==> src/rtl/sample_fifo_pkg.sv <==
// Shared defaults for the sample FIFO and helpers sized from them.
package sample_fifo_pkg;

  localparam int DATA_WIDTH_DEF = 64;
  localparam int DEPTH_LOG2_DEF = 4;

  // Occupancy must represent 0..2^depth_log2 inclusive.
  function automatic int level_width(input int depth_log2);
    return depth_log2 + 1;
  endfunction

endpackage

==> src/rtl/rise_detect.sv <==
// Registers a level signal and flags the cycle in which it goes from low to high.
module rise_detect (
  input  logic clk,
  input  logic rstn,
  input  logic din,
  output logic rise
);

  logic din_q;

  always_ff @(posedge clk or negedge rstn) begin
    if (!rstn) din_q <= 1'b0;
    else       din_q <= din;
  end

  assign rise = din & ~din_q;

endmodule

==> src/rtl/sample_fifo.sv <==
// Flop-based first-word-fall-through sample buffer with drop detection.
// Feeds the per-channel sample counter: wr_en strobe plus a registered overflow flag.
module sample_fifo
  import sample_fifo_pkg::*;
#(
  parameter int DATA_WIDTH = DATA_WIDTH_DEF,
  parameter int DEPTH_LOG2 = DEPTH_LOG2_DEF
) (
  input  logic                               clk,
  input  logic                               rstn,
  input  logic                               chan_enable,
  input  logic                               in_valid,
  input  logic [DATA_WIDTH-1:0]              in_data,
  output logic                               wr_en,
  output logic                               wr_overflow,
  output logic                               out_valid,
  output logic [DATA_WIDTH-1:0]              out_data,
  input  logic                               out_ready,
  output logic [level_width(DEPTH_LOG2)-1:0] level,
  output logic                               overflow_sticky
);

  localparam int DEPTH = 1 << DEPTH_LOG2;
  localparam int LW    = level_width(DEPTH_LOG2);

  logic [DATA_WIDTH-1:0] mem [DEPTH];
  logic [DEPTH_LOG2-1:0] wr_ptr, rd_ptr, wr_addr;
  logic [LW-1:0]         count;
  logic                  en_rise, full, rd_fire, wr_ok, wr_drop;

  rise_detect u_rise (
    .clk  (clk),
    .rstn (rstn),
    .din  (chan_enable),
    .rise (en_rise)
  );

  // The enable gate keeps outputs empty in the very cycle the channel drops,
  // before the registered flush has taken effect.
  assign wr_en     = in_valid & chan_enable;
  assign out_valid = chan_enable & (count != '0);
  assign level     = chan_enable ? count : '0;
  assign out_data  = mem[rd_ptr];

  assign full    = (count == LW'(DEPTH));
  assign rd_fire = out_valid & out_ready & ~en_rise;
  assign wr_ok   = wr_en & (en_rise | ~full | rd_fire);
  assign wr_drop = wr_en & ~wr_ok;
  assign wr_addr = en_rise ? '0 : wr_ptr;

  always_ff @(posedge clk or negedge rstn) begin
    if (!rstn) begin
      wr_ptr          <= '0;
      rd_ptr          <= '0;
      count           <= '0;
      wr_overflow     <= 1'b0;
      overflow_sticky <= 1'b0;
      for (int i = 0; i < DEPTH; i++) mem[i] <= '0;
    end else if (!chan_enable) begin
      wr_ptr      <= '0;
      rd_ptr      <= '0;
      count       <= '0;
      wr_overflow <= 1'b0;
    end else begin
      wr_overflow <= wr_drop;
      if (wr_drop)      overflow_sticky <= 1'b1;
      else if (en_rise) overflow_sticky <= 1'b0;

      if (en_rise) begin
        rd_ptr <= '0;
        wr_ptr <= DEPTH_LOG2'(wr_ok);
        count  <= LW'(wr_ok);
      end else begin
        if (wr_ok)   wr_ptr <= wr_ptr + 1'b1;
        if (rd_fire) rd_ptr <= rd_ptr + 1'b1;
        count <= count + LW'(wr_ok) - LW'(rd_fire);
      end

      if (wr_ok) mem[wr_addr] <= in_data;
    end
  end

endmodule

==> config.mk <==
export PLATFORM = sky130hd
export DESIGN_NAME = sample_fifo
export DESIGN_NICKNAME = d
export VERILOG_FILES = /design/src/rtl/sample_fifo_pkg.sv /design/src/rtl/rise_detect.sv /design/src/rtl/sample_fifo.sv
export SDC_FILE = /design/constraint.sdc
export NUM_CORES = 1
export LEC_CHECK = 0
export CAP_MARGIN = 20
export CORE_ASPECT_RATIO = 0.9
export CORE_MARGIN = 10
export CORE_UTILIZATION = 40
export DETAILED_ROUTE_END_ITERATION = 10
export GPL_TIMING_DRIVEN = 0
export PLACE_DENSITY_LB_ADDON = 0.25
export SLEW_MARGIN = 20
export SYNTH_ARGS = -nofsm -noshare
export SYNTH_HDL_FRONTEND = slang
export SYNTH_SLANG_ARGS = --single-unit
==> constraint.sdc <==
create_clock -name clk -period 5.7 [get_ports clk]
set_clock_uncertainty 0.2 [all_clocks]
set_input_delay 1.14 -clock clk [delete_from_list [all_inputs] [get_ports clk]]
set_output_delay 1.14 -clock clk [all_outputs]
set_load 0.03 [all_outputs]
==> summary.md, run 1 <==
The run finished with clean final reports. Dividing total power by cell area gives a power density of 304 mW/mm^2. The master cell of the clock root buffer is clkbuf_16.

The number of different library cells used by synthesis comes to 43. The worst path needs 5.61 ns of the cycle, external delays included. The logs give 13 for the number of gates resized after cts and 118 for the number of rows in the core area. The final weighted congestion of routability-driven global placement is 0.802. In this run, synthesis inferred 0 flip-flops with an integrated enable. STA classifies the critical path endpoint as a primary output. In the synthesized netlist the dominant register cell turns out to be dfrtp_1. The total clock sinks was 1040.

The wire length reported by the detailed router came out at 130000 um. Setup repair after global routing left no endpoint under its margin. Static timing analysis puts the maximum clock frequency at 178 MHz.

The core region is 0.115 mm^2. The clock reaches the later pin of the worst-skew pair after 0.71 ns. The number of global-route vias before repair is 30119. The path class of the tightest hold or removal check is in2async. The effective utilization at floorplan is 0.404. For this run the aggregate overflow at the end of global routing stands at 0. The async set-or-reset flop fraction in the synthesized netlist is 1.00. The hold violation total from the final report is 0. Broken down by cell family, the worst path's largest delay share belongs to buffers and inverters. The count of boundary I/O pins was 142; the register bit total from synthesis was 1040. The number of placed instances, taps included, is 4593. Prior to clock tree synthesis, the placed netlist has a worst setup slack of 0.425 ns. Traced cell by cell, the critical path runs through clkbuf_1, clkbuf_1, clkbuf_1, mux4_2, a22oi_1, nand2_1, clkdlybuf4s50_1.

Leaving out fill and tap cells, the most frequent cell in the layout is dfrtp_1. The area enclosed by the die boundary was 0.131 mm^2; the post-CTS clock slew at the launch and capture registers of the worst setup and hold paths was 0.07 ns. Area added between synthesis and finish: 16.0%. Height of the chip: 344 um. The wire length of the first global-routing pass came out at 196000 um. The critical path runs through a total of 7 cells. Hold repair after CTS inserted 0 buffers. The fraction of layout cells with a size suffix above 1 was 0.481; the fraction of the cycle the final worst path needs was 0.984.

The slowest library cell on the worst path was clkbuf_1. The run gives 3 as the number of H-tree branching levels. The sort of element at the start of the critical path was a register.

The synthesized netlist occupies a cell area of 0.0466 mm^2. The tools report the number of pins exceeding their max-slew limit in the final report as 0. The die is 380 um wide.

In this run the post-CTS setup repair buffer count came out at 0. The tools report the aggregate negative setup slack as 0 ns. Max-cap violations in this run came to 0. The worst register-to-register path has a depth of 13. The count of placed standard cells in the final layout, fillers left out came out at 4804.

The pin slew with the least headroom to its limit is 1.15 ns. STA puts the critical path data required time at 4.36 ns. On the worst path, the slowest cell contributes a delay of 0.84 ns. Across all register-to-register paths, the minimum setup slack is 2.12 ns. In the final design database the tool counted 3225 nets.

The logs give 0.146 ns for the worst hold slack and 0.198 for the total global-route track usage. The average cell area after synthesis is 16.2 um^2. Summed over all cells, the static leakage comes to 25.2 nW.

In the final routed layout, each cell accounts on average for 27.1 um. After detailed routing, the number of remaining DRC violations is 0. The maximum number of pins on one net before global-route repair is 153. For the register area share after synthesis, the log shows 0.558. The fraction of the core area covered by cells at the end of the flow came out at 0.469.

Together, buffers and inverters on the worst path number 4. The final route contains 27033 vias. The number of nets in the synthesized netlist is 2955. By instance count, the cell type seen most on the critical path is clkbuf_1. The run gives 10 as the initial antenna violation count. The critical path is of the reg2out type. Synthesis handed over a netlist of 2877 instances.

For the final count of negative-setup-slack endpoints, the log shows 0. The longest clock path from root to sink contains 3 buffers. The endpoint identified for the worst register-to-register timing path is count[4]$_DFF_PN0_.

At the worst endpoint, the arrival time is 4.27 ns. The worst-case IR drop observed on VDD is 0.000275 V. The tools report the total of fill cells in the finished design as 9863.

The wire-length estimate of the detail-placed layout is 85800 um. The first detailed-routing pass ran for 6 iterations. Yosys printed 0 warnings.

The worst-path maximum fanout is 10, and the worst-case headroom to the max-slew limit is 0.234. The number of buffers created by CTS was 110. The startpoint identified for the worst register-to-register timing path is count[2]$_DFF_PN0_. Input and output buffers added on the ports amount to 141.

The top cell types in the final layout, fill and taps aside, are dfrtp_1 (1040), mux2_2 (949), mux4_2 (256). TritonCTS built the clock tree. After the first detailed-routing iteration, the DRC count stood at 1799.

The number of nets still failing antenna checks after routing was 0. Once routing completed, OpenROAD measured the worst setup slack at 0.0929 ns. Using the TritonRoute via totals, the vias-per-cell ratio works out to 5.63.
power by group:
part           total, W  switching (W)  leakage [nW]  internal (W)
Sequential      0.00779       0.000136          14.3       0.00765
Combinational   0.00138       0.000778          9.18      0.000600
Clock           0.00728        0.00303          1.81       0.00425
area by class of cell:
| class | count | area (um^2) | area share |
|---|---|---|---|
| repair buffers | 158 | 1760 | 0.0326 |
| well taps | 1560 | 1950 | 0.0361 |
| clock buffers | 167 | 3250 | 0.0601 |
| clock inverters | 36 | 432 | 0.00799 |
| multi-input cells | 1570 | 19300 | 0.358 |
| inverters | 11 | 41.3 | 0.000764 |
| flip-flops and latches | 1040 | 26000 | 0.481 |
| plain buffers | 256 | 1250 | 0.0231 |
| diodes | 6 | 15.0 | 0.000278 |
state kept, by name, summed over array words and instances (netlist names):
register         cells
count                5
wr_ptr               4
u_rise.din_q         1
rd_ptr               4
mem               1024
overflow_sticky      1
wr_overflow          1
how the worst max path moves through the flow:
stage	to	from	slack, ns
after floorplan	count[4]$_DFF_PN0_	out_ready	2.24
final	out_data[16]	rd_ptr[1]$_DFFE_PN0P_	0.09
after CTS	out_data[16]	rd_ptr[1]$_DFFE_PN0P_	0.03
after detailed placement	out_data[2]	rd_ptr[1]$_DFFE_PN0P_	0.43
after global routing	out_data[35]	rd_ptr[1]$_DFFE_PN0P_	0.04
after global placement	mem[114]$_DFFE_PN0P_	rstn	-40.49
routing by layer:
metal  global-route usage  up-vias  share of wire
met5                    0        -        0.00020
met4               0.0755        4          0.034
met3               0.0430      240          0.058
met2                0.322      745           0.48
met1                0.258    14726           0.42
li1                     -    11318              -
metrics by stage:
step           power (W)  instance area [um^2]
6_report          0.0164                 54100
4_1_cts           0.0166                 54000
3_5_place_dp     0.00932                 50300
2_1_floorplan    0.00863                 46600
3_3_place_gp     0.00929                 50000
5_1_grt           0.0171                 54000
cell families (layout without fill, tap and decap cells):
logic type                 count (synthesis)  count (layout)  synth area share
and+or+nand+nor                          129             129            0.0163
buffers and inverters                    267             628            0.0270
adders and majority gates                  9               9           0.00258
xor gates and xnor gates                   5               5          0.000940
AOI/OAI and AO/OA                        144             144            0.0229
muxes                                   1283            1283             0.372
DFF                                     1040            1040             0.558
other                                      0               6                 0
cells in the mapped netlist (2+ instances only):
library cell / number / share of area
nand3_1: 4 / 0.00043
ha_1: 8 / 0.0021
nor4_4: 4 / 0.0018
nand2b_1: 3 / 0.00040
a22oi_1: 128 / 0.021
nor3_4: 6 / 0.0021
nand2_1: 70 / 0.0056
buf_2: 107 / 0.011
xnor2_1: 4 / 0.00075
nor3_2: 2 / 0.00043
clkbuf_1: 53 / 0.0043
mux2_2: 949 / 0.23
o211ai_1: 3 / 0.00048
nor3_1: 2 / 0.00021
buf_1: 76 / 0.0061
buf_6: 13 / 0.0031
a21boi_0: 2 / 0.00032
mux2_1: 75 / 0.018
o21ai_0: 3 / 0.00032
nor2b_1: 5 / 0.00067
nor2_1: 10 / 0.00081
mux4_2: 256 / 0.12
buf_4: 7 / 0.0011
a21oi_1: 5 / 0.00054
nor4b_1: 3 / 0.00056
mux2i_1: 3 / 0.00064
dfrtp_1: 1040 / 0.56
inv_1: 11 / 0.00089
nor3b_1: 2 / 0.00032
and2_1: 8 / 0.0011
or3_1: 2 / 0.00027
nand3b_1: 2 / 0.00032
(Power assumes the default switching activity.)
==> run 2, diff against run 1 <==
--- a/config.mk
+++ b/config.mk
@@ -5,9 +5,10 @@
 export SDC_FILE = /design/constraint.sdc
 export NUM_CORES = 1
 export LEC_CHECK = 0
+export ABC_CLOCK_PERIOD_IN_PS = 6900
 export CAP_MARGIN = 20
 export CORE_ASPECT_RATIO = 0.9
-export CORE_MARGIN = 10
+export CORE_MARGIN = 8
 export CORE_UTILIZATION = 40
 export DETAILED_ROUTE_END_ITERATION = 10
 export GPL_TIMING_DRIVEN = 0
==> constraint.sdc (replaced) <==
create_clock -name clk -period 6.9 [get_ports clk]
set_clock_uncertainty 0.2 [all_clocks]
set_input_delay 1.38 -clock clk [delete_from_list [all_inputs] [get_ports clk]]
set_output_delay 1.38 -clock clk [all_outputs]
set_load 0.03 [all_outputs]
==> run 2 against run 1 <==
  * Non-clock buffer count decreased by 2
  * Power is 17% lower
  * Critical endpoint is now out_data[2]
  * Largest cell class unchanged
  * Routed wire length down 2.3%
  * Largest power group unchanged
==> summary.md, run 2 (synthesis results as in run 1) <==
Instance count after placement with tap cells included: 4592 (was 4593). Pin slew with the least headroom to its limit: 1.20 ns (was 1.15 ns). The number of pins exceeding their max-slew limit in the final report is 0 (unchanged), and the setup slack at placement is 1.52 ns (was 0.425 ns). The tools report the final worst slack as 0.740 ns (was 0.0929 ns). The count of input and output buffers is 141 (unchanged), and the detail-routed net length per standard cell is 26.5 um (was 27.1 um). The worst endpoint required time was 5.32 ns (was 4.36 ns).

The number of nets still failing antenna checks after routing is 0 (unchanged), and the leakage component of the power is 25.2 nW (about the same). The logs give 4802 (was 4804) for the count of placed standard cells in the final layout, fillers left out and 162 MHz for the peak clock frequency supported by timing. Number of nets in the layout: 3221 (was 3225).

Endpoint of the most critical register-to-register path: count[4]$_DFF_PN0_ (unchanged). The length in cells of the worst reg-to-reg path is 13 (unchanged), and the fraction of layout cells with a size suffix above 1 is 0.481 (unchanged). The maximum buffer depth of the clock tree came out at 3 (unchanged). Last element of the critical path: out_data[2] (was out_data[16]).

The most common cell after layout, fill and taps aside is dfrtp_1 (unchanged). The number of rows in the core area was 118 (unchanged); the height of the chip was 340 um (was 344 um). The fraction of power consumed by combinational cells was 0.084 (about the same). Largest registers: mem x1024, count x5 (unchanged).

The fraction of the cycle the final worst path needs was 0.893. Kind of critical path: reg2out (unchanged). The tools report the launch point of the critical path as rd_ptr[1]$_DFFE_PN0P_ (unchanged). Launch instance of the worst register-to-register path: count[2]$_DFF_PN0_ (unchanged).

The first-iteration detailed-routing DRC count was 1819 (was 1799); the setup slack of the worst register-to-register path was 3.45 ns (was 2.12 ns). The clock insertion delay at the later pin of the skew report was 0.70 ns (was 0.71 ns). The tools report the type of destination of the critical path as a primary output (unchanged). The area added between synthesis and finish is 15.9% (was 16.0%). The placeable core region was 0.115 mm^2 (unchanged). The run gives 5 (was 6) as the number of iterations in the first detailed-routing pass. The sequential group share of total power is 0.474 (about the same).

The master cell of the clock root buffer was clkbuf_16 (unchanged). The via count is 27034 (was 27033), and the wire length of the first global-routing pass is 195000 um (was 196000 um). The number of buffers added for setup after CTS was 0 (unchanged). Setup repair after global routing left no endpoint under its margin. Effective utilization at floorplan: 0.404 (unchanged). The arrival time of data at the critical path endpoint is 4.58 ns (was 4.27 ns).

The initial antenna violation count was 6 (was 10). The maximum number of pins on one net before global-route repair is 162 (was 153). Most frequent cells in the layout: dfrtp_1 (1040), mux2_2 (949), mux4_2 (256) (unchanged). Path category of the worst min-delay check: reg2reg (was in2async). The tools report the maximum vdd ir drop as 0.000228 V (was 0.000275 V). The tools report the hold violation total from the final report as 0 (unchanged). The horizontal die dimension works out to 376 um (was 380 um). The hold-fix buffer count after cts was 0 (unchanged); the average vias per placed instance was 5.63 (about the same). The clock period could shrink to 6.16 ns. The count of boundary I/O pins was 142 (unchanged); the post-CTS clock slew at the launch and capture registers of the worst setup and hold paths was 0.06 ns (was 0.07 ns). The worst-path maximum fanout is 10 (unchanged), and the total global-route track usage is 0.199 (was 0.198).

TritonCTS built the clock tree. The detailed-placement wirelength estimate is 85300 um (was 85800 um), and the switching power as a share of total power is 0.240 (about the same). The number of max-capacitance violations reported is 0 (unchanged), and the total clock sinks is 1040 (unchanged). The tools report the number of global-route vias before repair as 30195 (was 30119). Fraction of the core area covered by cells at the end of the flow: 0.468 (was 0.469). The final weighted congestion of routability-driven global placement was 0.778 (was 0.802). For the wire length reported by the detailed router, the log shows 127000 um (was 130000 um). The tools report the final count of negative-setup-slack endpoints as 0 (unchanged). The flip-flop count of the largest register after layout is 1024 (unchanged), and the worst-case headroom to the max-slew limit is 0.199 (was 0.234). The tools report the number of H-tree branching levels as 3 (unchanged).

The run gives 0 (was 13) as the number of gates resized after cts. The proportion of power drawn by the clock network was 0.442 (was 0.443); the switching power summed over all nets was 0.00326 W (was 0.00394 W). Sort of element at the start of the critical path: a register (unchanged). The power density over the cells is 252 mW/mm^2 (was 304 mW/mm^2). Largest register by flop count: mem (unchanged). The logs give 108 (was 110) for the number of buffers created by CTS and 0.128 mm^2 (was 0.131 mm^2) for the area enclosed by the die boundary. The worst hold slack is 0.283 ns (was 0.146 ns), and the aggregate negative setup slack is 0 ns (unchanged). The flow ran to the end, and the final reports show no timing, DRC or antenna violations. The tools report the total congestion overflow as 0 (unchanged). The internal power was 0.0103 W (was 0.0125 W); the DRC violation count after routing was 0 (unchanged).
-- run 2: changes by cell type in the layout (fill, tap and decap cells not counted), moves of 3 or more --
cell and change:
buf_8 -5, clkinv_2 +7, clkbuf_2 -7, clkbuf_16 -3, clkinvlp_4 +3
-- run 2: layer usage --
metal / up-vias / part of all wire / global-route usage
li1: 11281 / - / -
met1: 14792 / 0.42 / 0.261
met5: - / 0.000055 / 0
met3: 245 / 0.056 / 0.0434
met2: 714 / 0.49 / 0.325
met4: 2 / 0.037 / 0.0705
-- run 2: final cells by class --
| class | count | area (um^2) |
|---|---|---|
| clock inverter | 50 | 568 |
| fill | 9858 | 61300 |
| inverter | 11 | 41.3 |
| multi-input combinational | 1570 | 19300 |
| buffer | 256 | 1230 |
| antenna | 4 | 10.0 |
| clock buffer | 155 | 3130 |
| tap | 1560 | 1950 |
| timing repair buffer | 156 | 1720 |
| sequential | 1040 | 26000 |
-- run 2: per-stage QoR --
step	area, um^2	total power, W
finish	54000	0.0136
global route	54000	0.0141
CTS	54000	0.0138
detailed placement	50300	0.00770
global placement	50000	0.00767
floorplan	46600	0.00713
-- run 2: power by group through the flow --
stage	clock network (W)	registers, W	logic (W)
finish	0.00601	0.00644	0.00114
global route	0.00641	0.00646	0.00124
CTS	0.00616	0.00644	0.00116
detailed placement	0	0.00655	0.00116
global placement	0	0.00656	0.00111
floorplan	0	0.00650	0.000629
-- run 2: worst max-delay path, cell delays in order, from the launching register on --
cell             delay, ns
dfrtp_1               0.35
clkbuf_1              0.35
clkbuf_1              0.88
clkbuf_1              0.79
mux4_2                0.43
a22oi_1               0.18
nand2_1               0.23
clkdlybuf4s50_1       0.67
-- run 2: worst min-delay path by stage --
stage | startpoint | endpoint | slack (ns) | depth (start not counted)
finish | mem[588]$_DFFE_PN0P_ | mem[588]$_DFFE_PN0P_ | 0.28 | 1
global route | mem[588]$_DFFE_PN0P_ | mem[588]$_DFFE_PN0P_ | 0.29 | 1
CTS | mem[616]$_DFFE_PN0P_ | mem[616]$_DFFE_PN0P_ | 0.28 | 1
detailed placement | mem[869]$_DFFE_PN0P_ | mem[869]$_DFFE_PN0P_ | 0.27 | 1
global placement | mem[838]$_DFFE_PN0P_ | mem[838]$_DFFE_PN0P_ | 0.26 | 1
floorplan | mem[838]$_DFFE_PN0P_ | mem[838]$_DFFE_PN0P_ | 0.25 | 1
